File: src/rtl/usb2_ep0in_tx.sv
// ---------------------------------------------------------------------------
// usb2_ep0in_tx
//   Streams one EP0 IN data packet from the 64x8 EP0 IN buffer RAM into the
//   USB2 packet-layer transmitter. The RAM has a 2-clock read latency, so a
//   small prefetch FIFO is kept topped up and bytes leave on a valid/ready
//   interface. A zero-length request produces a single ZLP marker beat.
//
// Ports:
//   clk, reset          clock, asynchronous active-high reset
//   start, len          begin a packet of len bytes (clamped to MAX_PKT)
//   abort               cancel the current packet, no done pulse
//   busy, done          packet in progress / one-cycle completion pulse
//   rd_adr, rd_dat_r    RAM read address and data (data 2 clocks later)
//   tx_valid, tx_data,
//   tx_last, tx_zlp,
//   tx_ready            byte stream towards the packet layer
// ---------------------------------------------------------------------------
module usb2_ep0in_tx #(
    parameter int ADDR_W  = 6,
    parameter int MAX_PKT = 64,
    parameter int FIFO_D  = 4
) (
    input  logic              clk,
    input  logic              reset,
    input  logic              start,
    input  logic [6:0]        len,
    input  logic              abort,
    output logic              busy,
    output logic              done,
    output logic [ADDR_W-1:0] rd_adr,
    input  logic [7:0]        rd_dat_r,
    output logic              tx_valid,
    output logic [7:0]        tx_data,
    output logic              tx_last,
    output logic              tx_zlp,
    input  logic              tx_ready
);

    localparam int PTR_W = $clog2(FIFO_D);
    localparam int CNT_W = PTR_W + 1;

    typedef enum logic [1:0] {IDLE, STREAM, ZLP, FIN} state_t;

    state_t            state, state_nxt;
    logic [6:0]        len_q;
    logic [6:0]        len_clamped;
    logic [6:0]        issued;
    logic [6:0]        sent;
    logic [1:0]        inflight_vld;
    logic [7:0]        fifo_mem [FIFO_D];
    logic [PTR_W-1:0]  wr_ptr;
    logic [PTR_W-1:0]  rd_ptr;
    logic [CNT_W-1:0]  fifo_cnt;
    logic [CNT_W:0]    occupancy;
    logic [ADDR_W-1:0] rd_adr_q;
    logic              issue;
    logic              push;
    logic              pop;
    logic              kill;

    // Request length clamp, and the FIFO slots already spoken for: entries
    // held plus reads still travelling through the RAM pipeline.
    always_comb begin
        len_clamped = (len > 7'(MAX_PKT)) ? 7'(MAX_PKT) : len;
        occupancy   = {1'b0, fifo_cnt} + (CNT_W+1)'(inflight_vld[0])
                                       + (CNT_W+1)'(inflight_vld[1]);
        kill        = abort && (state != IDLE);
        issue       = (state == STREAM) && !abort && (issued < len_q)
                      && (occupancy < (CNT_W+1)'(FIFO_D));
        push        = (state == STREAM) && inflight_vld[1];
        // The address goes out in the issue cycle itself so the RAM's two
        // clocks of latency line up with the second in-flight stage.
        rd_adr      = issue ? issued[ADDR_W-1:0] : rd_adr_q;
    end

    // State register.
    always_ff @(posedge clk or posedge reset) begin
        if (reset) begin
            state <= IDLE;
        end else begin
            state <= state_nxt;
        end
    end

    // Next state and packet-layer outputs. Abort overrides everything,
    // including a handshake in the same cycle, so pop is gated by it too.
    always_comb begin
        state_nxt = state;
        busy      = 1'b0;
        done      = 1'b0;
        tx_valid  = 1'b0;
        tx_data   = 8'd0;
        tx_last   = 1'b0;
        tx_zlp    = 1'b0;
        pop       = 1'b0;
        case (state)
            IDLE: begin
                if (start) begin
                    state_nxt = (len_clamped == 7'd0) ? ZLP : STREAM;
                end
            end
            STREAM: begin
                busy     = 1'b1;
                tx_valid = (fifo_cnt != '0);
                if (tx_valid) begin
                    tx_data = fifo_mem[rd_ptr];
                    // Bytes leave in order, so the head index is the sent count.
                    tx_last = (sent == len_q - 7'd1);
                end
                pop = tx_valid && tx_ready && !abort;
                if (pop && tx_last) begin
                    state_nxt = FIN;
                end
            end
            ZLP: begin
                busy     = 1'b1;
                tx_valid = 1'b1;
                tx_zlp   = 1'b1;
                tx_last  = 1'b1;
                if (tx_ready) begin
                    state_nxt = FIN;
                end
            end
            FIN: begin
                done      = 1'b1;
                state_nxt = IDLE;
            end
            default: state_nxt = IDLE;
        endcase
        if (kill) begin
            state_nxt = IDLE;
        end
    end

    // Counters, read pipeline and FIFO pointers. An abort flushes the
    // in-flight flags so read data still returning from the RAM is dropped.
    always_ff @(posedge clk or posedge reset) begin
        if (reset) begin
            len_q        <= 7'd0;
            issued       <= 7'd0;
            sent         <= 7'd0;
            inflight_vld <= 2'b00;
            wr_ptr       <= '0;
            rd_ptr       <= '0;
            fifo_cnt     <= '0;
            rd_adr_q     <= '0;
        end else begin
            rd_adr_q <= rd_adr;
            if ((state == IDLE) && start) begin
                len_q        <= len_clamped;
                issued       <= 7'd0;
                sent         <= 7'd0;
                inflight_vld <= 2'b00;
                wr_ptr       <= '0;
                rd_ptr       <= '0;
                fifo_cnt     <= '0;
            end else if (kill) begin
                inflight_vld <= 2'b00;
                wr_ptr       <= '0;
                rd_ptr       <= '0;
                fifo_cnt     <= '0;
            end else begin
                inflight_vld <= {inflight_vld[0], issue};
                if (issue) begin
                    issued <= issued + 7'd1;
                end
                if (push) begin
                    wr_ptr <= wr_ptr + PTR_W'(1);
                end
                if (pop) begin
                    rd_ptr <= rd_ptr + PTR_W'(1);
                    sent   <= sent + 7'd1;
                end
                fifo_cnt <= fifo_cnt + CNT_W'(push) - CNT_W'(pop);
            end
        end
    end

    // Prefetch FIFO storage; contents are meaningless once pointers reset.
    always_ff @(posedge clk) begin
        if (push) begin
            fifo_mem[wr_ptr] <= rd_dat_r;
        end
    end

endmodule

File: config.mk
export PLATFORM = sky130hd
export DESIGN_NAME = usb2_ep0in_tx
export DESIGN_NICKNAME = d
export VERILOG_FILES = /design/src/rtl/usb2_ep0in_tx.sv
export SDC_FILE = /design/constraint.sdc
export NUM_CORES = 1
export LEC_CHECK = 0
export CAP_MARGIN = 20
export CORE_MARGIN = 1
export CORE_UTILIZATION = 55
export CTS_CLUSTER_SIZE = 25
export DETAILED_ROUTE_END_ITERATION = 10
export PLACE_DENSITY = 0.79
export SLEW_MARGIN = 20
export SYNTH_ARGS = -nofsm -noshare
export SYNTH_HDL_FRONTEND = slang
export SYNTH_SLANG_ARGS = --single-unit
File: constraint.sdc
create_clock -name clk -period 2.9 [get_ports clk]
set_clock_uncertainty 0.05 [all_clocks]
set_input_delay 0.725 -clock clk [delete_from_list [all_inputs] [get_ports clk]]
set_output_delay 0.725 -clock clk [all_outputs]
set_load 0.02 [all_outputs]
==> impl_metrics.ini <==
[cts]
clkLatencyLatePin_ps = 350
cts-buffers-inserted = 9
cts_tree = done
clk_pin_slew_ps = 70
cts_max_path_buffers = 2
clockRootBuffer = clkbuf_8
h-tree-depth = 3
cts.sinks = 70

[cells_and_area]
drive_above_1_share_pct = 23.3
fill_cells = 393
final_util_pct = 74.7
diodes = 0
final_net_count = 411
fin_cells = 448
area_delta_synth_final_pct = 28.0
seq_area_um2 = 1910
multi_input_area_um2 = 1570

[sta]
setup_viol = 7
rsz0062_at_grt = true
slew_headroom_pct = 64.4
final.setup.tns_ps = -1410
max_freq_ghz = 0.322
setup_ws_ps = -204
drv_slew = 0
worstMarginPinSlew_ps = 520
fin_crit_ps = 3100
layout_worst_path_cycle_share_pct = 107
hold_viol = 0

[worst_hold_path]
hold_depth = 1
min_path_type = reg -> reg
min-delay-start = rd_adr_q[0]
holdPathEnd = rd_adr_q[0]

[floorplanning]
dieArea_um2 = 6750
fp.dieW_um = 82.2
placeableCoreArea_um2 = 6060
die_h_um = 82.2
io_pins = 39
num_rows = 28
start_util_pct = 58.3

[status]
violations = negative setup slack
status = finished, violations left

[yosys]
syn-instance-count = 290
ys_async_sr_fraction_pct = 54.3
yosysWarnings = 0
netlist_top_cells_area = edfxtp_1, dfrtp_1, ha_1, mux4_2, xnor2_1
avgSynthCellArea_um2 = 12.2
ys.flop_type = dfrtp_1
synth_nets = 333
synth-edff-count = 32
ys_ff_latch = 70
synth_top_area_share_pct = 27.2
ys_seq_area_share_pct = 54.1
syn-cell-area_um2 = 3540
ys_types = 47
synth_top_cell_by_area = edfxtp_1

[critical_path]
r2r_cells = 13
crit_type = in -> out
cp_max_fo = 6
arrival_ps = 2330
worstSetupEndpointType = primary output
r2r_setup_slack_ps = 330
r2r-end = fifo_cnt[2]
r2r_start = state[1]
critPathLaunchType = input pin
worstPathRequired_ps = 2120

[route]
postRouteAntennaNets = 0
drt_first_pass_iters = 4
wl_um = 7520
vias_per_cell = 5.63
drc = 0
drt_iter0_markers = 131
via_count = 2522
wl_per_cell_um = 16.8

[global_route]
grt_pass1_wl_um = 11600
grt_pass1_vias = 2439
grt_max_degree = 39
overflow = 0
track_usage_pct = 24.3
grt_antenna_before_repair = 0

[placement]
routabilityCongestion = 0.846
place_ws_ps = -636
dp_hpwl_um = 5070
dp_cells = 428
port_buffers = 38

[flow_run]
maxCapViolations = 0

[pwr]
p_per_area_nw_per_um2 = 818
power.leakage_nw = 1.99
vdd_ir_drop_max_uv = 685
-- layout make-up --
type | count | share of cell area, %
repair buffers | 77 | 15.2
clock buffers | 9 | 2.74
clock inverters | 7 | 1.60
well taps | 75 | 2.07
inverters | 18 | 1.49
flip-flops and latches | 70 | 42.3
multi-input cells | 192 | 34.7
-- registers in the layout, indices dropped and copies added (netlist names) --
signal / flops
fifo_mem: 32
issued: 7
len_q: 7
sent: 7
rd_adr_q: 6
fifo_cnt: 3
inflight_vld: 2
rd_ptr: 2
state: 2
wr_ptr: 2
-- cells by family after synthesis --
logic type | after synthesis | synth area share (%)
AND/OR/NAND/NOR | 92 | 14.5
multiplexers | 14 | 7.01
adder cells (fa/ha/maj) | 23 | 8.35
flip-flops | 70 | 54.1
XOR/XNOR | 20 | 4.95
buffers and inverters | 29 | 3.43
AO/OA/AOI/OAI | 42 | 7.71
-- synthesized netlist by cell type (all sizes together), types with 3 or more instances --
master	instances
mux4	8
edfxtp	32
nor2	19
a21oi	11
nand3	9
buf	6
xor2	7
dfrtp	38
o21ai	15
or3	5
inv	18
nand3b	7
clkbuf	5
nor3	5
ha	22
xnor2	13
nand2b	3
and3	7
mux2	6
nor2b	10
a21o	4
nand2	13
-- report_power, final --
group / switching [mW] / total [mW] / internal [mW]
clock: 0.385 / 0.785 / 0.400
combinational: 0.868 / 1.67 / 0.805
sequential: 0.0828 / 1.24 / 1.16
-- repair_timing --
item	4_1_cts	5_1_grt
gates cloned	1	0
gates resized for setup	60	7
endpoints found under the setup margin	16	7
pin swaps	6	7
setup buffers	1	2
hold buffers	0	0
-- layer usage --
metal	vias to the layer above	track usage [%]	wire [µm]
met1	1238	31.5	3310
met5	-	0	0
met2	67	39.3	3750
met3	9	5.93	378
met4	0	9.47	80
li1	1208	-	-
-- metrics by stage --
stage | total power, mW | area [µm²] | hold slack [ps]
floorplan | 2.20 | 3540 | 427
global placement | 2.75 | 4240 | 420
CTS | 3.65 | 4480 | 456
detailed placement | 2.80 | 4240 | 430
finish | 3.70 | 4530 | 463
global route | 3.91 | 4530 | 467
-- worst max-delay path by stage --
stage,from,to,depth (start not counted)
2_1_floorplan,len_q[4],rd_adr[3],9
3_3_place_gp,abort,rd_adr[1],6
3_5_place_dp,abort,rd_adr[1],6
4_1_cts,fifo_cnt[0],rd_adr[1],6
5_1_grt,len_q[4],rd_adr[2],8
6_report,abort,rd_adr[2],6
-- worst max-delay path: stages --
cell and delay (ps):
clkdlybuf4s50_1 430, nor2_1 130, o211ai_1 170, a211o_4 400, mux2_4 330, buf_6 130
-- cells in the final DEF, fill, tap and decap left out, types with 4 or more instances in the layout --
master           synthesis  final
edfxtp_1                32     32
xor2_1                   7      7
o21ai_0                 12     12
mux4_2                   8      8
nand2_1                 13     13
nor2_1                  19     19
dfrtp_1                 38     37
nor2b_1                 10     10
dlygate4sd2_1            0      9
inv_1                   18     16
nor3_1                   4      4
clkbuf_8                 0      9
and3_1                   7      7
a21oi_1                 11     10
mux2_4                   0      6
or3_1                    5      4
clkdlybuf4s50_1          0     22
nand3b_1                 7      7
buf_6                    1      8
xnor2_1                 13     13
a21o_1                   4      4
ha_1                    22     21
buf_4                    0     37
nand3_1                  9      9
Power figures use the tool's default switching activity.
